File: config.mk
export PLATFORM = sky130hd
export DESIGN_NAME = f1_lights_seq
export DESIGN_NICKNAME = d
export VERILOG_FILES = /design/src/rtl/f1_pkg.sv /design/src/rtl/f1_lfsr.sv /design/src/rtl/f1_lights_seq.sv
export SDC_FILE = /design/constraint.sdc
export NUM_CORES = 1
export LEC_CHECK = 0
export ABC_AREA = 1
export BUFFER_PORTS_ARGS = -buffer_cell sky130_fd_sc_hd__buf_2
export CAP_MARGIN = 20
export CORE_AREA = 2 2 39 41
export DETAILED_ROUTE_END_ITERATION = 12
export DIE_AREA = 0 0 41 43
export GPL_TIMING_DRIVEN = 0
export PLACE_DENSITY = 0.73
export SLEW_MARGIN = 15
export SYNTH_ARGS = -nofsm -noshare
export SYNTH_HDL_FRONTEND = slang
export SYNTH_SLANG_ARGS = --single-unit
export TNS_END_PERCENT = 5
File: constraint.sdc
create_clock -name clk -period 1.9 [get_ports clk]
set_input_delay 0.285 -clock clk [delete_from_list [all_inputs] [get_ports clk]]
set_output_delay 0.285 -clock clk [all_outputs]
set_load 0.01 [all_outputs]
File: src/rtl/f1_pkg.sv
// f1_pkg: shared types and constants for the F1 start-light sequencer.
//   state_t   - sequencer state encoding (IDLE, FILL, HOLD, OUT)
//   lfsr_taps - Fibonacci LFSR feedback mask for a given register width
//               (bit i set => register bit i feeds the XOR)
package f1_pkg;

    typedef enum logic [1:0] {
        IDLE = 2'd0,
        FILL = 2'd1,
        HOLD = 2'd2,
        OUT  = 2'd3
    } state_t;

    // Maximal-length polynomials; e.g. width 7 is x^7+x^6+1 -> bits 6 and 5.
    function automatic logic [31:0] lfsr_taps(input int unsigned width);
        logic [31:0] m;
        case (width)
            3:       m = 32'h0000_0006;
            4:       m = 32'h0000_000C;
            5:       m = 32'h0000_0014;
            6:       m = 32'h0000_0030;
            7:       m = 32'h0000_0060;
            8:       m = 32'h0000_00B8;
            9:       m = 32'h0000_0110;
            10:      m = 32'h0000_0240;
            11:      m = 32'h0000_0500;
            12:      m = 32'h0000_0E08;
            16:      m = 32'h0000_D008;
            default: m = 32'h0000_0060;
        endcase
        return m;
    endfunction

endpackage

File: src/rtl/f1_lfsr.sv
// f1_lfsr: free-running maximal-length Fibonacci LFSR, shifts every clock.
// Ports:
//   clk - system clock
//   rst - synchronous active-high reset, reloads SEED
//   q   - current LFSR value (never zero when SEED is nonzero)
module f1_lfsr
    import f1_pkg::*;
#(
    parameter int unsigned           WIDTH = 7,
    parameter logic [WIDTH-1:0]      SEED  = 7'h01
) (
    input  logic             clk,
    input  logic             rst,
    output logic [WIDTH-1:0] q
);

    localparam logic [31:0] TAPS32 = lfsr_taps(WIDTH);

    logic [WIDTH-1:0] r_q;
    logic             w_fb;

    assign w_fb = ^(r_q & TAPS32[WIDTH-1:0]);
    assign q    = r_q;

    always_ff @(posedge clk) begin
        if (rst) r_q <= SEED;
        else     r_q <= {r_q[WIDTH-2:0], w_fb};
    end

endmodule

File: src/rtl/f1_lights_seq.sv
// f1_lights_seq: parametrised F1 start-light sequencer.
// A trigger in IDLE starts a thermometer fill (one lamp per en tick), then all
// lamps hold lit while a delay runs, then all go dark with a lights_out pulse.
// Build option F1_INT_DELAY_EN: HOLD length comes from an internal LFSR-loaded
// down-counter clocked by en; time_out is then ignored.
// Ports:
//   clk        - system clock
//   rst        - synchronous active-high reset
//   en         - one-cycle advance tick
//   trigger    - start request (sampled in IDLE only)
//   time_out   - external delay-expired strobe (HOLD only)
//   data_out   - lamp drive, thermometer code, LSB lit first
//   cmd_seq    - high during FILL
//   cmd_delay  - one-cycle pulse on the first HOLD cycle
//   lights_out - one-cycle pulse in OUT
//   busy       - high in any state other than IDLE
module f1_lights_seq
    import f1_pkg::*;
#(
    parameter int unsigned        N_LIGHTS  = 8,
    parameter int unsigned        DELAY_W   = 7,
    parameter logic [DELAY_W-1:0] LFSR_SEED = 7'h01
) (
    input  logic                clk,
    input  logic                rst,
    input  logic                en,
    input  logic                trigger,
    input  logic                time_out,
    output logic [N_LIGHTS-1:0] data_out,
    output logic                cmd_seq,
    output logic                cmd_delay,
    output logic                lights_out,
    output logic                busy
);

    localparam int unsigned     KW     = $clog2(N_LIGHTS + 1);
    localparam logic [KW-1:0]   K_LAST = KW'(N_LIGHTS - 1);
    localparam logic [KW-1:0]   K_FULL = KW'(N_LIGHTS);

    if (N_LIGHTS < 2 || N_LIGHTS > 32 || LFSR_SEED == '0) begin : g_bad_cfg
        $error("f1_lights_seq: N_LIGHTS must be 2..32 and LFSR_SEED nonzero");
    end

    state_t        r_state, w_state_nxt;
    logic [KW-1:0] r_k, w_k_nxt;
    logic          r_first, w_first_nxt;
    logic          w_hold_done;

`ifdef F1_INT_DELAY_EN
    logic [DELAY_W-1:0] w_lfsr;
    logic [DELAY_W-1:0] r_cnt;

    f1_lfsr #(
        .WIDTH (DELAY_W),
        .SEED  (LFSR_SEED)
    ) u_lfsr (
        .clk (clk),
        .rst (rst),
        .q   (w_lfsr)
    );

    // HOLD ends on the en tick that takes the counter from 1 to 0.
    assign w_hold_done = en && (r_cnt == DELAY_W'(1));

    always_ff @(posedge clk) begin
        if (rst)                                        r_cnt <= '0;
        else if (r_state == FILL && w_state_nxt == HOLD) r_cnt <= w_lfsr;
        else if (r_state == HOLD && en)                 r_cnt <= r_cnt - 1'b1;
    end
`else
    assign w_hold_done = time_out;
`endif

    always_ff @(posedge clk) begin
        if (rst) begin
            r_state <= IDLE;
            r_k     <= '0;
            r_first <= 1'b0;
        end else begin
            r_state <= w_state_nxt;
            r_k     <= w_k_nxt;
            r_first <= w_first_nxt;
        end
    end

    always_comb begin
        w_state_nxt = r_state;
        w_k_nxt     = r_k;
        w_first_nxt = 1'b0;
        case (r_state)
            IDLE: begin
                if (trigger) begin
                    w_state_nxt = FILL;
                    w_k_nxt     = '0;
                end
            end
            FILL: begin
                if (en) begin
                    if (r_k == K_LAST) begin
                        w_state_nxt = HOLD;
                        w_k_nxt     = K_FULL;
                        w_first_nxt = 1'b1;
                    end else begin
                        w_k_nxt = r_k + 1'b1;
                    end
                end
            end
            HOLD: begin
                if (w_hold_done) w_state_nxt = OUT;
            end
            OUT: begin
                w_state_nxt = IDLE;
                w_k_nxt     = '0;
            end
            default: begin
                w_state_nxt = IDLE;
                w_k_nxt     = '0;
            end
        endcase
    end

    always_comb begin
        data_out   = '0;
        cmd_seq    = 1'b0;
        cmd_delay  = 1'b0;
        lights_out = 1'b0;
        busy       = (r_state != IDLE);
        case (r_state)
            FILL: begin
                cmd_seq = 1'b1;
                for (int unsigned i = 0; i < N_LIGHTS; i++) begin
                    data_out[i] = (i < 32'(r_k));
                end
            end
            HOLD: begin
                data_out  = '1;
                cmd_delay = r_first;
            end
            OUT: begin
                lights_out = 1'b1;
            end
            default: begin
                data_out = '0;
            end
        endcase
    end

endmodule

==> parameters.txt <==
Parameter                              Value

Die
  FP Rows    14
  Total Die Area    ~1800 µm²
  I/O pin count    17
  Initial standard-cell utilization of the core    0.4566
  Height of the die    43 µm
  Die boundary width    41 µm
  Placeable core area    1384 µm²

Synthesis
  Commonest cells post-synth    sky130_fd_sc_hd__nand2_1, sky130_fd_sc_hd__inv_1, sky130_fd_sc_hd__ha_1, sky130_fd_sc_hd__nand3_1, sky130_fd_sc_hd__dfxtp_1
  Avg Inst Size Synth    roughly 7 µm²
  Area share of the largest cell type after synthesis    0.2218
  Synth area leaders    sky130_fd_sc_hd__dfxtp_1, sky130_fd_sc_hd__ha_1, sky130_fd_sc_hd__nand2_1, sky130_fd_sc_hd__inv_1, sky130_fd_sc_hd__nand3_1
  Flip-flop and latch count after synthesis    7
  FFs w/ async S/R, synth    0
  Library cell with the highest instance count after synthesis    sky130_fd_sc_hd__nand2_1
  Library cell occupying the most area in the post-synthesis netlist    sky130_fd_sc_hd__dfxtp_1
  Synthesis warning total    0
  Number of flops mapped to enable cells by yosys    0
  Cell Area, Synth    631.9 µm²
  Net count after synthesis    104
  Most used flip-flop cell after synthesis    sky130_fd_sc_hd__dfxtp_1
  Syn Inst Count    90
  Proportion of synthesized chip area in sequential cells    0.2218
  Number of distinct library cells after synthesis    20

STA
  Number of max-slew violations in the final report    0
  Skew final    2.876 ps
  Actual slew at the worst max-slew pin    about 220 ps
  Period Utilization, post-route    0.9540
  Smallest setup slack after layout    87.39 ps
  Hold Fails Final Rpt    0
  Worst rel slew slack    0.8498
  Total of endpoints with negative setup slack in the final report    0
  Post-layout minimum cycle time    1813 ps
  Highest attainable clock frequency    ~0.55 GHz

Hold path
  Min-delay worst type    in -> reg
  Cell depth of the worst hold path    2
  Hold Startpoint    rst
  Min-Delay Endpoint    r_k[3]

Cells and area
  Area growth from synthesis to final layout    30.30%
  Area taken by flip-flops and latches    roughly 150 µm²
  Area occupied by multi-input gates    454.2 µm²
  Number of inserted filler cells in the final layout    around 140
  Diodes inserted    0
  Fin area    823.3 µm²
  Final layout net count    126
  Ratio of cells with drive above 1 in the final layout    0.3694
  Post-route insts no fill    127

Setup path
  Type of destination of the critical path    primary output
  Critical path launch point type    register
  Minimum setup slack among reg-to-reg paths    440 ps
  Setup CP Type    reg -> out
  Terminus of the critical flop-to-flop path    r_k[2]
  Worst reg2reg path startpoint    r_state[1]
  Logic depth of the worst register-to-register path    10
  Data required time at the worst endpoint    1620 ps
  Arr. time, crit path    1530 ps
  CP max FO    4

Route
  WL met1    between 500 and 600 µm
  DR vias    between 600 and 700
  Number of search-and-repair iterations in the first detailed-routing pass    4
  Number of DRC violations after detailed-routing iteration 0    7
  Met3 Wirelength    59 µm
  Routed len/inst    10.08 µm
  Post-detailed-route via-to-cell ratio    around 4.8
  Detailed-route DRC error count    0
  Routed length on met2    660 µm
  DRT Wirelength    1280 µm
  Highest metal layer with signal wires    met4
  Count of nets left with antenna violations after detail routing    0

Run status
  Result of the run    finished clean

GRT
  All-Layer GR Usage    0.1710
  Largest net degree at the start of global routing    10
  Wire length of the first global-routing pass    2007 µm
  Gr ovfl total    0
  Vias in the first global route    513
  Number of antenna violations at the first check in global routing    0

Clock network
  Sink count of the clock tree    7
  Clock latency at the later pin of the worst-skew pair    260 ps
  Total of hold buffers inserted after clock tree synthesis    0
  Buffer type at the clock tree root    sky130_fd_sc_hd__clkbuf_4
  CTS H-tree lvls    1
  Clk pin slew, worst setup/hold paths    50 ps
  Maximum buffer depth of the clock tree    2
  Num CTS Buffers    3
  CTS tree    yes

Power
  Peak supply drop    628.2 µV
  Leakage dissipation    0.4446 nW
  Pwr dens    1442 nW/µm²

Run
  Number of max-cap violations    0

Placed design
  RePlAce Congestion    ~0.77
  Inst Count DP    122
  Setup slack after placement    142.8 ps
  Total of buffers placed on input and output ports    16
  Half-perimeter wire length of the detailed placement result    967 µm
  Placement Cell Area    732.0 µm²
==> placed cells by master, fill, tap and decap left out, drive strengths merged <==
| cell type | count |
|---|---|
| a21oi | 7 |
| buf | 18 |
| clkbuf | 4 |
| dfxtp | 7 |
| ha | 9 |
| inv | 19 |
| nand2 | 23 |
| nand3 | 9 |
| nand4 | 1 |
| nor2 | 9 |
| o21ai | 3 |
| o22ai | 1 |
| or2 | 1 |
==> sequential cells by signal, indices dropped and copies added, names as in the netlist <==
register and cells:
r_first 1, r_k 4, r_state 2
==> power by group <==
part | internal (mW) | switching [mW]
logic | 0.331 | 0.473
registers | 0.188 | 0.0529
clock network | 0.0805 | 0.0606
total | 0.600 | 0.587
==> worst max-delay path, stage by stage, from the launching register on <==
cell and delay (ps):
sky130_fd_sc_hd__dfxtp_4 380, sky130_fd_sc_hd__inv_4 60, sky130_fd_sc_hd__ha_4 260, sky130_fd_sc_hd__inv_1 70, sky130_fd_sc_hd__o22ai_4 230, sky130_fd_sc_hd__inv_2 60
sky130_fd_sc_hd__o21ai_1 70, sky130_fd_sc_hd__buf_2 140
==> metal layers <==
layer	vias to the layer above	GRT usage
met3	2	0.09424
li1	321	-
met5	-	0
met4	0	0.06000
met1	272	0.1780
met2	12	0.2750
==> what timing repair did <==
| item | CTS | global route |
|---|---|---|
| setup buffers | 0 | 1 |
| setup endpoints to repair | 7 | 7 |
| resized for setup | 7 | 11 |
| pin swaps | 2 | 3 |
==> cell type report <==
cell class,instances,share of cell area
multi-input combinational,63,0.5517
inverter,19,0.09271
tap,16,0.02432
clock buffer,4,0.03191
timing repair buffer,17,0.1064
sequential,7,0.1793
buffer,1,0.01368
==> metrics by stage <==
stage / TNS, ps / utilization / hold WS, ps / power, mW
after global routing: -0.8475 / 0.5949 / 225.9 / 1.298
after detailed placement: 0 / 0.5289 / 487.8 / 0.9090
final: 0 / 0.5949 / 220.7 / 1.187
after floorplan: 0 / - / 347.4 / 0.7430
after global placement: 0 / 0.5289 / 475.9 / 0.8953
after CTS: 0 / 0.5642 / 213.1 / 1.112
==> worst max-delay path by stage <==
stage,from,to,depth (start not counted),slack [ps]
floorplan,r_state[1],data_out[5],7,290
global placement,r_state[1],data_out[0],8,170
detailed placement,r_state[1],data_out[2],8,140
CTS,r_state[1],data_out[6],8,7
global route,r_state[1],data_out[0],8,-0.8
finish,r_state[0],data_out[6],7,90
==> cell families (layout without fill, tap and decap cells) <==
kind of cell / Yosys count / count (layout) / share of synthesized area
AO/OA/AOI/OAI: 11 / 11 / 0.1109
flip-flops: 7 / 7 / 0.2218
AND/OR/NAND/NOR: 43 / 43 / 0.3584
adder cells (fa/ha/maj): 9 / 9 / 0.1782
buffers and inverters: 20 / 41 / 0.1307
No activity file was read; power rests on OpenSTA's default activity.
